[src/rtl/riscv_pkg.sv]
`default_nettype none
// ============================================================================
// Module      : riscv_pkg
// Description : Constants shared across the RV32I pipeline stages.
// Revision    : 1.0 - initial release
// ============================================================================
package riscv_pkg;

  // Default datapath and address width
  localparam int D_WIDTH_DEFAULT = 32;

  // addi x0,x0,0 is the canonical bubble placed in pipeline registers
  localparam logic [31:0] NOP_INSTR = 32'h00000013;

  // Boot vector
  localparam logic [31:0] RESET_PC_DEFAULT = 32'hBFC00000;

endpackage : riscv_pkg
`default_nettype wire

[src/rtl/pc_reg.sv]
`default_nettype none
// ============================================================================
// Module      : pc_reg
// Description : Fetch program counter with next-PC select, stall enable and
//               asynchronous reset to the boot vector.
// Revision    : 1.0 - initial release
// ============================================================================
module pc_reg
  import riscv_pkg::*;
#(
  parameter int                 D_WIDTH  = D_WIDTH_DEFAULT,
  parameter logic [D_WIDTH-1:0] RESET_PC = D_WIDTH'(RESET_PC_DEFAULT)
) (
  input  logic               clk,
  input  logic               rst_n,
  input  logic               StallF,
  input  logic               PCSrcE,
  input  logic [D_WIDTH-1:0] PCTargetE,
  input  logic [D_WIDTH-1:0] PCPlus4F,
  output logic [D_WIDTH-1:0] PCF
);

  logic [D_WIDTH-1:0] r_pcf;
  logic [D_WIDTH-1:0] w_pc_next;
  logic               w_pc_en;

  // Redirect target is forced word-aligned; a redirect beats the stall so a
  // taken branch resolved during a load-use stall is never dropped.
  assign w_pc_next = PCSrcE ? {PCTargetE[D_WIDTH-1:2], 2'b00} : PCPlus4F;
  assign w_pc_en   = PCSrcE | ~StallF;

  // PC register: reset to boot vector, otherwise advance when enabled
  always_ff @(posedge clk or negedge rst_n) begin
    if (!rst_n) begin
      r_pcf <= RESET_PC;
    end else if (w_pc_en) begin
      r_pcf <= w_pc_next;
    end
  end

  assign PCF = r_pcf;

endmodule : pc_reg
`default_nettype wire

[src/rtl/fetch_stage.sv]
`default_nettype none
// ============================================================================
// Module      : fetch_stage
// Description : RV32I instruction fetch stage. Owns the PC and the IF/ID
//               pipeline register; applies stall, flush and redirect.
// Revision    : 1.0 - initial release
// ============================================================================
module fetch_stage
  import riscv_pkg::*;
#(
  parameter int                 D_WIDTH  = D_WIDTH_DEFAULT,
  parameter logic [D_WIDTH-1:0] RESET_PC = D_WIDTH'(RESET_PC_DEFAULT)
) (
  input  logic               clk,
  input  logic               rst_n,
  input  logic               StallF,
  input  logic               StallD,
  input  logic               FlushD,
  input  logic               PCSrcE,
  input  logic [D_WIDTH-1:0] PCTargetE,
  input  logic [D_WIDTH-1:0] ImemData,
  output logic [D_WIDTH-1:0] ImemAddr,
  output logic [D_WIDTH-1:0] InstrD,
  output logic [D_WIDTH-1:0] PCD,
  output logic [D_WIDTH-1:0] PCPlus4D,
  output logic               ValidD
);

  localparam logic [D_WIDTH-1:0] c_bubble_instr = D_WIDTH'(NOP_INSTR);

  logic [D_WIDTH-1:0] w_pcf;
  logic [D_WIDTH-1:0] w_pcplus4f;

  logic [D_WIDTH-1:0] r_instr_d;
  logic [D_WIDTH-1:0] r_pc_d;
  logic [D_WIDTH-1:0] r_pcplus4_d;
  logic               r_valid_d;

  // Wraps silently modulo 2^D_WIDTH
  assign w_pcplus4f = w_pcf + D_WIDTH'(4);

  pc_reg #(
    .D_WIDTH  (D_WIDTH),
    .RESET_PC (RESET_PC)
  ) u_pc_reg (
    .clk       (clk),
    .rst_n     (rst_n),
    .StallF    (StallF),
    .PCSrcE    (PCSrcE),
    .PCTargetE (PCTargetE),
    .PCPlus4F  (w_pcplus4f),
    .PCF       (w_pcf)
  );

  // IF/ID register: flush beats stall, stall beats load
  always_ff @(posedge clk or negedge rst_n) begin
    if (!rst_n) begin
      r_instr_d   <= c_bubble_instr;
      r_pc_d      <= '0;
      r_pcplus4_d <= '0;
      r_valid_d   <= 1'b0;
    end else if (FlushD) begin
      r_instr_d   <= c_bubble_instr;
      r_pc_d      <= '0;
      r_pcplus4_d <= '0;
      r_valid_d   <= 1'b0;
    end else if (!StallD) begin
      r_instr_d   <= ImemData;
      r_pc_d      <= w_pcf;
      r_pcplus4_d <= w_pcplus4f;
      r_valid_d   <= 1'b1;
    end
  end

  assign ImemAddr = w_pcf;
  assign InstrD   = r_instr_d;
  assign PCD      = r_pc_d;
  assign PCPlus4D = r_pcplus4_d;
  assign ValidD   = r_valid_d;

endmodule : fetch_stage
`default_nettype wire

[config.mk]
export PLATFORM = sky130hd
export DESIGN_NAME = fetch_stage
export DESIGN_NICKNAME = d
export VERILOG_FILES = /design/src/rtl/riscv_pkg.sv /design/src/rtl/pc_reg.sv /design/src/rtl/fetch_stage.sv
export SDC_FILE = /design/constraint.sdc
export NUM_CORES = 1
export LEC_CHECK = 0
export CAP_MARGIN = 30
export CORE_UTILIZATION = 46
export DETAILED_ROUTE_END_ITERATION = 16
export MAX_ROUTING_LAYER = met4
export PLACE_DENSITY = 0.79
export SLEW_MARGIN = 20
export SYNTH_ARGS = -nofsm -noshare
export SYNTH_HDL_FRONTEND = slang
export SYNTH_SLANG_ARGS = --single-unit
[constraint.sdc]
create_clock -name clk -period 2.5 [get_ports clk]
set_input_delay 0.375 -clock clk [delete_from_list [all_inputs] [get_ports clk]]
set_output_delay 0.375 -clock clk [all_outputs]
set_load 0.005 [all_outputs]
# After elaboration in Yosys (flattened, before gate mapping)

Cells that the tools add are included.

Register bits after elaboration: 129
Output and inout port bits: 129

Add/sub/neg operators: 1
Equality and inequality tests: 1
Mux-type cells: 9
Bitwise operators: 2

Operators with widths:

| cell                                                             | count |
|---|---|
| 32-bit two-way mux                                               | 7 |
| 32-bit by 3-bit adder with 32-bit output (second input constant) | 1 |
| 1-bit two-way mux                                                | 2 |
| 2-bit by 1-bit != test with 1-bit output (second input constant) | 1 |
| 1-bit NOT                                                        | 1 |
| 1-bit bitwise OR                                                 | 1 |

# Depth between registers and ports, before layout

Gate-level depths: netlist of the first run.

Word-level depth: 3
Gate-level depth with buffers: 6
Depth with buffers taken out: 5

# Hierarchy

From an unflattened synthesis of the first run, not the netlist that was laid out.

Cell total of the unflattened synthesis: 558
Area total of the unflattened synthesis: 6005.8 um^2

By module, submodules not included:

| module      | instances | cells an instance | area each (um^2) | seq. area each (um^2) |
|---|---|---|---|---|
| fetch_stage | 1         | 421               | 4489.3           | 2381.0 |
| pc_reg      | 1         | 137               | 1516.5           | 812.0 |

# Least setup slack after synthesis of the first run

OpenSTA, ideal clock, no wires.

Kind: reg-to-reg
Start point: reg u_pc_reg.r_pcf[2], in the netlist u_pc_reg.PCF[2]
End point: reg u_pc_reg.r_pcf[31], in the netlist u_pc_reg.PCF[31]
Setup time: 0.077 ns
Data arrival time: 1.979 ns
Path slack: 0.444 ns
Stages on the path, launching flop included: 7
Path buffers: 2
Path through: dfrtp_1 clkbuf_2 nand4_1 or4_1 buf_2 or4_1 a31oi_1

Longest elaborated chain between the ends: 2

RTL lines:

| element                                  | RTL line          | text |
|---|---|---|
| start, declared                          | pc_reg.sv:23      | `logic [D_WIDTH-1:0] r_pcf;` |
| start signal, assigned                   | pc_reg.sv:37      | `r_pcf <= w_pc_next;` |
| 32-bit by 3-bit adder with 32-bit output | fetch_stage.sv:40 | `assign w_pcplus4f = w_pcf + D_WIDTH'(4);` |
| 32-bit two-way mux                       | pc_reg.sv:29      | `assign w_pc_next = PCSrcE ? {PCTargetE[D_WIDTH-1:2], 2'b00} : PCPlus4F;` |

No other way between the ends.
A chain may end at the register's enable or synchronous reset.

# Worst setup path in the final report of the first run

Start point: reg u_pc_reg.r_pcf[8], in the netlist u_pc_reg.PCF[8]
End point: reg u_pc_reg.r_pcf[31], in the netlist u_pc_reg.PCF[31]

Same word-level chain as after synthesis.

==> results.toml, run 1 <==
[sta]
slew_headroom_pct = 51.7
finClkSkew_ns = 0.00689
tightest_slew_ns = 0.724
slew_violations = 0
min_period_ns = 2.31
holdWs_ns = 0.405
post-route-period-util_pct = 92.5
finalSetupViolations = 0
clock.fmax_mhz = 432
rsz0062_at_grt = "false"
finalSetupTns_ns = 0
hold_viol = 0

[floorplanning]
fp.dieH_um = 117
rows = 41
start_util_pct = 47.6
dieArea_um2 = 13600
boundaryPins = 199
fp.dieW_um = 117
core-area_um2 = 12700

[routing]
antenna_left = 0
drc = 0
routed-via-count = 5537
vias_per_cell = 5.60
first_pass_iters = 5
finalWirelength_um = 17600
wl_per_cell_um = 17.8
drtIter0Drc = 456

[clock_network]
cts_buffer_depth = 2
htree_levels = 4
cts_sinks = 124
cts_root_buf = "clkbuf_16"
path_clk_slew_ns = 0.05
cts_setup_buffers = 0
tritoncts = "built"
insertion_delay_ns = 0.41
cts_made_buffers = 17

[setup_path]
worstSetupPathType = "flip-flop to flip-flop"
cp-start-kind = "flip-flop"
required_ns = 2.83
crit_fanout = 10
cp-end-kind = "flip-flop"
crit_arrival_ns = 2.64

[final_layout]
layout_commonest_cell = "clkdlybuf4s50_1"
synthToLayoutAreaGrowth_pct = 45.4
drive_gt1_share_pct = 9.56
fillerInstances = 1022
layout_common_cells = "191 x clkdlybuf4s50_1, 112 x dfrtp_1, 109 x nor2_1"
final_net_count = 874
antennaDiodeCount = 0

[synthesis]
synth_top_cell_by_area = "dfrtp_1"
synthesis.area_um2 = 6050
synth-seq-cells = 124
synth_area_leaders = "dfrtp_1 46%, mux2i_1 9.4%, nor2_1 6.8%"
yosysSeqAreaShare_pct = 51.5
synth_cell_type_count = 44
avgSynthCellArea_um2 = 9.82
yosys_warnings = 0
synthCells = 616
yosysTopAreaCellShare_pct = 46.3

[power_and_ir_drop]
p_leak_nw = 3.70
powerDensity_nw_per_um2 = 646
ir_drop_v = 0.000450

[placement]
numPortBuffers = 194
dp_hpwl_um = 12700
globalplace.congestion = 0.911

[global_routing]
grt_pass1_vias = 5346
grt_max_degree = 67
overflow = 0
antenna_found_initial = 0
grt_pass1_wl_um = 27600
grt_usage_pct = 27.7

[status]
status = "finished, final reports clean"

[min_path]
hold_path_class = "input port to flip-flop"

[flow_run]
maxCapViolations = 0
==> cells in the mapped netlist, drive strengths merged <==
library cell,instances
or4,21
nor2b,5
clkbuf,39
nor3b,1
dfrtp,112
o31a,1
a2111oi,4
nor3,9
nand4,15
a31oi,15
or3,14
and3b,1
a211oi,11
xor2,6
nor2,109
xnor2,17
and4,3
conb,1
a311oi,14
o211ai,1
nand2b,1
a211o,3
nand2,33
ha,1
dfstp,12
buf,21
o31ai,14
o21a,1
and3,8
and4b,1
o21ai,27
nor4,7
a21oi,8
or4b,1
mux2i,57
inv,9
nand3,12
a311o,1
==> kinds of logic after synthesis <==
kind of cell | synth area share (%)
DFF | 51.5
AOI/OAI and AO/OA | 11.2
buffers and inverters | 4.82
xor gates and xnor gates | 3.33
other | 0.0620
and+or+nand+nor | 19.5
muxes | 9.43
adders and majority gates | 0.207
==> flip-flops by register name, summed over array words and instances, names as in the netlist <==
register,cells
u_pc_reg.PCF,30
InstrD,32
PCPlus4D,30
PCD,31
ValidD,1
==> routing by layer <==
| layer | GRT usage [%] | wire [um] |
|---|---|---|
| met5 | - | 0 |
| met4 | 10.4 | 314 |
| met3 | 6.07 | 1210 |
| met2 | 45.2 | 8730 |
| met1 | 33.7 | 7340 |
==> worst paths after layout <==
check,end,slack (ns),from,cells past startpoint
setup / recovery,u_pc_reg.PCF[31],0.19,u_pc_reg.PCF[8],4
min in group asynchronous,PCPlus4D[18],0.50,rst_n,2
hold reg to reg,ValidD,0.52,ValidD,2
hold / removal,PCD[29],0.41,StallD,3
max in group asynchronous,InstrD[0],1.18,rst_n,3
setup reg to reg,u_pc_reg.PCF[31],0.19,u_pc_reg.PCF[8],4
==> worst max-delay path: stages (launching register included) <==
cell	delay, ns
dfrtp_1	0.51
nand4_1	0.25
or4_1	0.72
or4_1	0.55
a31oi_1	0.20
==> power breakdown <==
part	switching, mW	total [mW]	leakage (nW)	internal [mW]
clock network	0.840	2.38	0.284	1.54
registers	0.142	2.31	1.57	2.17
logic	0.446	0.996	1.84	0.550
==> repair_timing <==
item,in CTS,in global routing
hold buffers,1,0
endpoints found under the hold margin,32,0
resized for setup,0,0
==> stage by stage <==
stage               worst slack, ns  instance area, um^2  util, %  std cells  power, mW
global route                 0.0328                 8800     69.1        988       5.92
finish                        0.187                 8800     69.1        988       5.69
CTS                           0.200                 8800     69.1        988       5.72
floorplan                     0.444                 6060        -        617       2.72
detailed placement            0.230                 8210     64.6        955       3.34
global placement              0.306                 8210     64.6        955       3.31
==> final cells by class <==
| cell class | count | area, um^2 | area share, % |
|---|---|---|---|
| clock inverter | 8 | 92.6 | 1.05 |
| clock buffer | 24 | 482 | 5.48 |
| timing repair buffer | 227 | 2210 | 25.1 |
| inverter | 9 | 33.8 | 0.384 |
| multi-input combinational | 424 | 2650 | 30.1 |
| tap | 172 | 215 | 2.45 |
| sequential | 124 | 3120 | 35.4 |
(Power assumes the default switching activity.)
==> run 2: changes to the inputs <==
--- a/config.mk
+++ b/config.mk
@@ -7,6 +7,7 @@
 export LEC_CHECK = 0
 export CAP_MARGIN = 30
 export CORE_UTILIZATION = 46
+export CTS_CLUSTER_SIZE = 14
 export DETAILED_ROUTE_END_ITERATION = 16
 export MAX_ROUTING_LAYER = met4
 export PLACE_DENSITY = 0.79
==> results of run 2 <==
Final layout, timing and power as in run 1 (identical DEF).
